`config.mk`:
```
export PLATFORM = sky130hd
export DESIGN_NAME = sp_traceback_ctrl
export DESIGN_NICKNAME = d
export VERILOG_FILES = /design/src/rtl/sp_traceback_ctrl.sv
export SDC_FILE = /design/constraint.sdc
export NUM_CORES = 1
export LEC_CHECK = 0
export BUFFER_PORTS_ARGS = -buffer_cell sky130_fd_sc_hd__buf_2
export CORE_ASPECT_RATIO = 1.25
export CORE_MARGIN = 2
export CORE_UTILIZATION = 30
export CTS_BUF_LIST = sky130_fd_sc_hd__clkbuf_8
export DETAILED_ROUTE_END_ITERATION = 10
export PLACE_DENSITY_LB_ADDON = 0.2
export SYNTH_ARGS = -nofsm -noshare
export SYNTH_HDL_FRONTEND = slang
export SYNTH_SLANG_ARGS = --single-unit
export TNS_END_PERCENT = 5
```
`constraint.sdc`:
```
create_clock -name Clk -period 6.9 [get_ports Clk]
set_input_delay 0.69 -clock Clk [delete_from_list [all_inputs] [get_ports Clk]]
set_output_delay 0.69 -clock Clk [all_outputs]
set_load 0.01 [all_outputs]
```
`src/rtl/sp_traceback_ctrl.sv`:
```
// Job sequencer for the grid shortest-path engine: kicks the engine, waits for it,
// then walks the direction memory P from the last cell back to the origin.
module sp_traceback_ctrl #(
  parameter int                  ROWS       = 4,
  parameter int                  COLS       = 4,
  parameter int                  A_WIDTH    = 16,
  parameter int                  D_WIDTH    = 8,
  parameter logic [D_WIDTH-1:0]  CODE_START = 8'h08,
  parameter logic [D_WIDTH-1:0]  CODE_RIGHT = 8'h09,
  parameter logic [D_WIDTH-1:0]  CODE_DOWN  = 8'h0A
) (
  input  logic               Clk,
  input  logic               Rst,
  input  logic               Start,
  output logic               Busy,
  output logic               Sp_Go,
  input  logic               Sp_Done,
  output logic               P_En,
  output logic               P_Rw,
  output logic [A_WIDTH-1:0] P_Addr,
  input  logic [D_WIDTH-1:0] P_In,
  output logic               Path_Valid,
  input  logic               Path_Ready,
  output logic [A_WIDTH-1:0] Path_Addr,
  output logic [D_WIDTH-1:0] Path_Dir,
  output logic               Path_Last,
  output logic               Done,
  output logic               Err
);

  typedef enum logic [3:0] {
    S_IDLE, S_GO, S_WAIT, S_RD, S_RW1, S_RW2, S_EVAL, S_EMIT, S_FIN, S_FAIL
  } state_t;

  localparam int                 SW        = $clog2(ROWS + COLS) + 1;
  localparam logic [A_WIDTH-1:0] LAST_CELL = A_WIDTH'(ROWS * COLS - 1);
  localparam logic [A_WIDTH-1:0] COLS_A    = A_WIDTH'(COLS);
  localparam logic [SW-1:0]      MAX_STEPS = SW'(ROWS + COLS - 1);

  state_t             state_reg, state_next;
  logic [A_WIDTH-1:0] cur_reg, cur_next;
  logic [SW-1:0]      steps_reg, steps_next;
  logic [D_WIDTH-1:0] dir_reg;

  logic               busy_reg, busy_next;
  logic               sp_go_reg, sp_go_next;
  logic               p_en_reg, p_en_next;
  logic [A_WIDTH-1:0] p_addr_reg, p_addr_next;
  logic               path_valid_reg, path_valid_next;
  logic [A_WIDTH-1:0] path_addr_reg, path_addr_next;
  logic [D_WIDTH-1:0] path_dir_reg, path_dir_next;
  logic               path_last_reg, path_last_next;
  logic               done_reg, done_next;
  logic               err_reg, err_next;

  logic dir_known, col_zero, row_zero, eval_err;

  // A step count reaching ROWS+COLS-1 means the walk is looping or malformed.
  always_comb begin
    dir_known = (dir_reg == CODE_START) || (dir_reg == CODE_RIGHT) || (dir_reg == CODE_DOWN);
    col_zero  = (cur_reg % COLS_A) == '0;
    row_zero  = cur_reg < COLS_A;
    eval_err  = !dir_known
             || ((dir_reg == CODE_RIGHT) && col_zero)
             || ((dir_reg == CODE_DOWN)  && row_zero)
             || ((dir_reg == CODE_START) && (cur_reg != '0))
             || (steps_reg == MAX_STEPS);
  end

  always_ff @(posedge Clk or posedge Rst) begin
    if (Rst) begin
      state_reg      <= S_IDLE;
      cur_reg        <= '0;
      steps_reg      <= '0;
      dir_reg        <= '0;
      busy_reg       <= 1'b0;
      sp_go_reg      <= 1'b0;
      p_en_reg       <= 1'b0;
      p_addr_reg     <= '0;
      path_valid_reg <= 1'b0;
      path_addr_reg  <= '0;
      path_dir_reg   <= '0;
      path_last_reg  <= 1'b0;
      done_reg       <= 1'b0;
      err_reg        <= 1'b0;
    end else begin
      state_reg      <= state_next;
      cur_reg        <= cur_next;
      steps_reg      <= steps_next;
      if (state_reg == S_RW2) dir_reg <= P_In;
      busy_reg       <= busy_next;
      sp_go_reg      <= sp_go_next;
      p_en_reg       <= p_en_next;
      p_addr_reg     <= p_addr_next;
      path_valid_reg <= path_valid_next;
      path_addr_reg  <= path_addr_next;
      path_dir_reg   <= path_dir_next;
      path_last_reg  <= path_last_next;
      done_reg       <= done_next;
      err_reg        <= err_next;
    end
  end

  always_comb begin
    state_next = state_reg;
    cur_next   = cur_reg;
    steps_next = steps_reg;
    case (state_reg)
      S_IDLE: if (Start) state_next = S_GO;
      S_GO:   state_next = S_WAIT;
      S_WAIT: if (Sp_Done) begin
        state_next = S_RD;
        cur_next   = LAST_CELL;
        steps_next = '0;
      end
      S_RD:   state_next = S_RW1;
      S_RW1:  state_next = S_RW2;
      S_RW2:  state_next = S_EVAL;
      S_EVAL: state_next = eval_err ? S_FAIL : S_EMIT;
      S_EMIT: if (Path_Ready) begin
        if (path_last_reg) begin
          state_next = S_FIN;
        end else begin
          state_next = S_RD;
          cur_next   = cur_reg - ((path_dir_reg == CODE_RIGHT) ? A_WIDTH'(1) : COLS_A);
          steps_next = steps_reg + SW'(1);
        end
      end
      S_FIN:  state_next = S_IDLE;
      S_FAIL: state_next = S_IDLE;
      default: state_next = S_IDLE;
    endcase
  end

  // Outputs are decoded from the next state so the registered copies line up with the state.
  always_comb begin
    busy_next       = state_next != S_IDLE;
    sp_go_next      = state_next == S_GO;
    p_en_next       = state_next == S_RD;
    p_addr_next     = (state_next == S_RD) ? cur_next : p_addr_reg;
    path_valid_next = state_next == S_EMIT;
    done_next       = state_next == S_FIN;
    err_next        = state_next == S_FAIL;
    path_addr_next  = path_addr_reg;
    path_dir_next   = path_dir_reg;
    path_last_next  = path_last_reg;
    if ((state_reg == S_EVAL) && (state_next == S_EMIT)) begin
      path_addr_next = cur_reg;
      path_dir_next  = dir_reg;
      path_last_next = dir_reg == CODE_START;
    end
  end

  assign Busy       = busy_reg;
  assign Sp_Go      = sp_go_reg;
  assign P_En       = p_en_reg;
  assign P_Rw       = 1'b0;
  assign P_Addr     = p_addr_reg;
  assign Path_Valid = path_valid_reg;
  assign Path_Addr  = path_addr_reg;
  assign Path_Dir   = path_dir_reg;
  assign Path_Last  = path_last_reg;
  assign Done       = done_reg;
  assign Err        = err_reg;

endmodule

```
# After elaboration in Yosys (flattened, before gate mapping)
# Cells that the tools add are included.
dict set report totals {
  regBits 79
  word_cells 69
}
dict set report op_classes {
  add_sub_neg 2
  order_cmp 1
  eq_ne 20
  n_mux 15
  n_reduce_logical 17
}
# op count
set ops {}
lappend ops {{$mux 16} 3}
lappend ops {{$eq 8x4->1 const B} 4}
lappend ops {{$mux 4} 8}
lappend ops {{$pmux 16 s2} 1}
lappend ops {{$pmux 4 s8} 1}
lappend ops {{$eq 4x3->1 const B} 6}
lappend ops {{$logic_not 16->1} 1}
lappend ops {{$lt 16x3->1 const B} 1}
lappend ops {{$reduce_bool 16->1} 1}
lappend ops {{$sub 16x3->16} 1}
lappend ops {{$eq 4x2->1 const B} 3}
lappend ops {{$eq 4x1->1 const B} 2}
lappend ops {{$eq 4x4->1 const B} 2}
lappend ops {{$pmux 4 s2} 1}
lappend ops {{$logic_or 1x1->1} 6}
lappend ops {{$ne 2x2->1 const B} 3}
lappend ops {{$add 4x1->4 const B} 1}
lappend ops {{$logic_and 1x1->1} 4}
lappend ops {{$logic_not 4->1} 1}
lappend ops {{$reduce_and 4->1} 1}
lappend ops {{$reduce_bool 4->1} 1}
lappend ops {{$mux 3} 1}
lappend ops {{$reduce_bool 2->1} 1}
lappend ops {{$logic_not 1->1} 1}

# Logic depth before layout (Yosys ltp)
dict set report logic_depth {
  word_depth 12
  depth_mapped 9
  depth_no_buf 9
}

# Worst setup path before layout
# OpenSTA, ideal clock, no wires.
dict set report synth_path {
  path_kind {register to register}
  startpoint {register path_dir_reg[0], in the netlist Path_Dir[0]}
  endpoint {register p_addr_reg[12], in the netlist P_Addr[12]}
  setup_time_ps 64
  arrival_time_ps 2616
  required_ps 6836
  slack_ps 4220
  stages_incl_launch_ff 10
  n_path_buf 1
  period_less_slack_ps 2680
  cell_sequence {dfrtp_1 > nor4b_1 > and4b_1 > ha_1 > or3b_1 > buf_6 > or4_4 > or4_1 > nand2_1 > mux2_4}
}
dict set report synth_via {
  elab_chain_cells 6
}
# element line
set synth_lines {}
lappend synth_lines {{from (decl)} 51} ;# logic [D_WIDTH-1:0] path_dir_reg, path_dir_next;
lappend synth_lines {{from (signal assigned)} 97} ;# path_dir_reg <= path_dir_next;
lappend synth_lines {{$eq 8x4->1} 125} ;# cur_next = cur_reg - ((path_dir_reg == CODE_RIGHT) ? A_WIDTH'(1) : COLS_A);
lappend synth_lines {{$mux 3} 125}
lappend synth_lines {{$sub 16x3->16} 125}
lappend synth_lines {{$mux 16} 121} ;# if (path_last_reg) begin
lappend synth_lines {{$mux 16} 120} ;# S_EMIT: if (Path_Ready) begin
lappend synth_lines {{$pmux 16 s2} 108} ;# case (state_reg)
lappend synth_lines {{net cur_next[12]} 41} ;# logic [A_WIDTH-1:0] cur_reg, cur_next;
lappend synth_lines {{to (signal assigned)} 94} ;# p_addr_reg <= p_addr_next;
lappend synth_lines {{to (decl)} 48} ;# logic [A_WIDTH-1:0] p_addr_reg, p_addr_next;
# The timed path passes the listed nets, and every way through them passes these cells.
# A chain may end at the register's enable or synchronous reset.

# Final worst setup path
# Ends and elaborated chain as after synthesis.

==> impl_metrics.yaml <==
grt:
  grt_use_total_pct: 13.67
  grt_overflow_total: 0
  grt_pass1_wl_um: 13290
  grt_max_degree: 80
  first_global_vias: 2497
  antenna_found_initial: 0
setup_path:
  endpoint_kind: "register"
  required_ns: 7.20
  critical_path.endpoint: "P_Addr[12]$_DFFE_PP0N_"
  setup.worst_path.class: "register to register"
  path_max_fanout: 6
  crit_path_top_delay_cell: "or4_4"
  worstPathArrival_ns: 3.13
  worstSetupStartpointType: "register"
  worst-path-buf-inv: 0
  crit_start: "Path_Dir[0]$_DFFE_PP0P_"
  r2r_start: "Path_Dir[0]$_DFFE_PP0P_"
  cp_cell_sequence: "nor4b_1 -> and4b_1 -> ha_1 -> or3b_1 -> or4_4 -> or4_1 -> nand2_1 -> mux2_4"
  r2r_slack_ns: 4.07
  worstSetupPathDepth: 8
  rr_worst_depth: 8
  crit_family: "simple AND/OR/NAND/NOR gates"
  reg2reg_to: "P_Addr[12]$_DFFE_PP0N_"
  max_stage_delay_ns: 0.60
logic_synthesis:
  async_flop_share_pct: 100.0
  syn_area_per_cell_um2: 12.10
  post-synth-top-area-cell: "dfrtp_1"
  yosys.area_share.adder_pct: 1.402
  yosysUniqueCellTypes: 52
  synth_xor_area_share_pct: 0.2454
  synthSimpleGateAreaFrac_pct: 15.46
  synthMuxAreaShare_pct: 13.88
  synth_seq_cells: 79
  yosysWarnings: 0
  synth-edff-count: 0
  synth-compound-area-share_pct: 10.66
  synthesis.area_um2: 3570
  syn_nets: 312
  yosys.area.top_type_share_pct: 55.38
  synth_seq_area_share_pct: 55.38
  synthTopCellsByArea: "dfrtp_1 55%, mux2_2 7.6%, mux2_4 5.5%, nand2_1 1.9%, o21ai_0 1.8%"
  synthesis.instances: 295
  synth_top_family_by_area: "simple AND/OR/NAND/NOR gates"
  ys.flop_type: "dfrtp_1"
sta:
  finalClockSkew_ns: 0.009232
  fin_ws_ns: 4.069
  worst_pin_slew_ns: 0.9954
  maxSlewHeadroom_pct: 33.64
  setup_viol_count_final: 0
  post-route-period-util_pct: 41.03
  drv_slew: 0
  rsz0062_at_grt: "false"
  finalHoldViolations: 0
  max_freq_mhz: 353.2
  fin_tns_setup_ns: 0
  fin_crit_ns: 2.831
drt:
  drtIter0Drc: 86
  drt_wl_total_um: 8220
  wl_per_cell_um: 15.81
  vias_per_cell: 4.756
  ant_nets: 0
  vias: 2473
  dr.pass1.iters: 4
  drc: 0
die:
  die-area_um2: 12790
  die_x_um: 101.6
  fp-row-count: 44
  ios: 61
  core-area_um2: 11620
  start_util_pct: 30.73
  die_y_um: 126.0
placed_design:
  dp_hpwl_um: 5701
  dp_slack_ns: 4.082
  port_buffers: 59
  placedCellCount: 505
  placed_cell_area_um2: 4018
  gp_congestion: 0.8190
cts:
  cts_max_level: 3
  clock-sinks: 79
  clkTransAtPathRegs_ns: 0.08
  insertion_delay_ns: 0.36
  cts_max_path_buffers: 2
  cts_resized: 0
  cts_setup_buffers: 0
  tritoncts: "done"
  cts_hold_buf: 0
  cts_root_buffer: "clkbuf_8"
  cts_inserted_buffers: 9
finish:
  n_fill_cell: 1144
  layout.nets: 372
  stdcell_count: 520
  layout-drive-gt1-share_pct: 34.54
  postLayoutCoreUtil_pct: 36.70
  n_antenna_cell: 0
  area_delta_synth_final_pct: 19.42
  design_area_um2: 4263
pwr:
  p_leak_nw: 2.167
  ir_worst_vdd_uv: 147.1
  power_density_nw_per_um2: 367.7
run_status:
  status: "finished clean"
job:
  drv_cap: 0
min_path:
  min_path_type: "register to register"
logic make-up (layout without fill, tap and decap cells):
| logic type | count (synthesis) | in the layout |
|---|---|---|
| AND/OR/NAND/NOR | 95 | 95 |
| buffers and inverters | 21 | 85 |
| XOR/XNOR | 1 | 1 |
| other | 1 | 1 |
| adder cells (fa/ha/maj) | 4 | 4 |
| AO/OA/AOI/OAI | 54 | 54 |
| flip-flops | 79 | 79 |
| multiplexers | 40 | 40 |
where the power goes:
part | internal (mW) | switching, mW | leakage (nW)
combinational | 0.220 | 0.255 | 0.999
clock | 0.257 | 0.162 | 0.127
sequential | 0.573 | 0.101 | 1.04
total | 1.05 | 0.518 | 2.17
worst min path at each step:
stage / from / to / cells after the start
after floorplan: steps_reg[1]$_DFFE_PP0P_ / steps_reg[1]$_DFFE_PP0P_ / 2
after global placement: P_Addr[2]$_DFFE_PP0N_ / P_Addr[2]$_DFFE_PP0N_ / 1
after detailed placement: Path_Dir[3]$_DFFE_PP0P_ / Path_Dir[3]$_DFFE_PP0P_ / 1
after CTS: Path_Dir[3]$_DFFE_PP0P_ / Path_Dir[3]$_DFFE_PP0P_ / 1
after global routing: P_Addr[0]$_DFFE_PP0N_ / P_Addr[0]$_DFFE_PP0N_ / 1
final: Path_Dir[3]$_DFFE_PP0P_ / Path_Dir[3]$_DFFE_PP0P_ / 1
per-layer routing:
metal | up-vias | global-route usage [%] | wire length [um]
li1 | 1206 | - | -
met1 | 1199 | 18.20 | 3822
met2 | 57 | 21.13 | 3906
met3 | 11 | 2.608 | 301
met4 | 0 | 6.757 | 189
met5 | - | 0 | 0
Yosys cell counts (all sizes together) (2+ instances only):
cell / number
a211o: 4
a211oi: 2
a21o: 5
a21oi: 7
a31o: 2
a31oi: 10
and2: 5
and3: 5
and4b: 2
buf: 6
clkbuf: 7
dfrtp: 79
ha: 4
inv: 8
mux2: 37
mux2i: 3
nand2: 18
nand2b: 6
nand3: 8
nand3b: 2
nand4b: 2
nor2: 16
nor2b: 6
nor3: 4
nor3b: 2
nor4: 7
nor4b: 2
o21ai: 13
o311ai: 2
or3: 2
or4: 5
cells in the final DEF, fill, tap and decap left out, drive strengths merged, types with 3 or more instances in the layout:
cell,count
dfrtp,79
a31oi,10
nor4,7
a21o,5
nor2,16
or4,5
buf,62
mux2,37
bufinv,3
nor2b,6
nand2b,6
a21oi,7
and3,5
and2,5
inv,8
nand2,18
nor3,4
mux2i,3
a211o,4
o21ai,13
ha,4
nand3,8
clkbuf,11
metrics by stage:
stage / power, mW / hold WS, ns
2_1_floorplan: 1.001 / 0.4761
3_3_place_gp: 1.159 / 0.4699
3_5_place_dp: 1.166 / 0.4693
4_1_cts: 1.596 / 0.4880
5_1_grt: 1.678 / 0.5100
6_report: 1.568 / 0.4865
cell type report:
class / instances / area (um2) / share of cell area [%]
sequential: 79 / 1977 / 46.38
multi-input combinational: 195 / 1490 / 34.96
timing repair buffer: 62 / 317.8 / 7.455
tap: 161 / 201.4 / 4.726
clock buffer: 11 / 151.4 / 3.552
clock inverter: 4 / 93.84 / 2.201
inverter: 8 / 31.28 / 0.7338
Note: power is estimated with default switching activity, not from simulation.
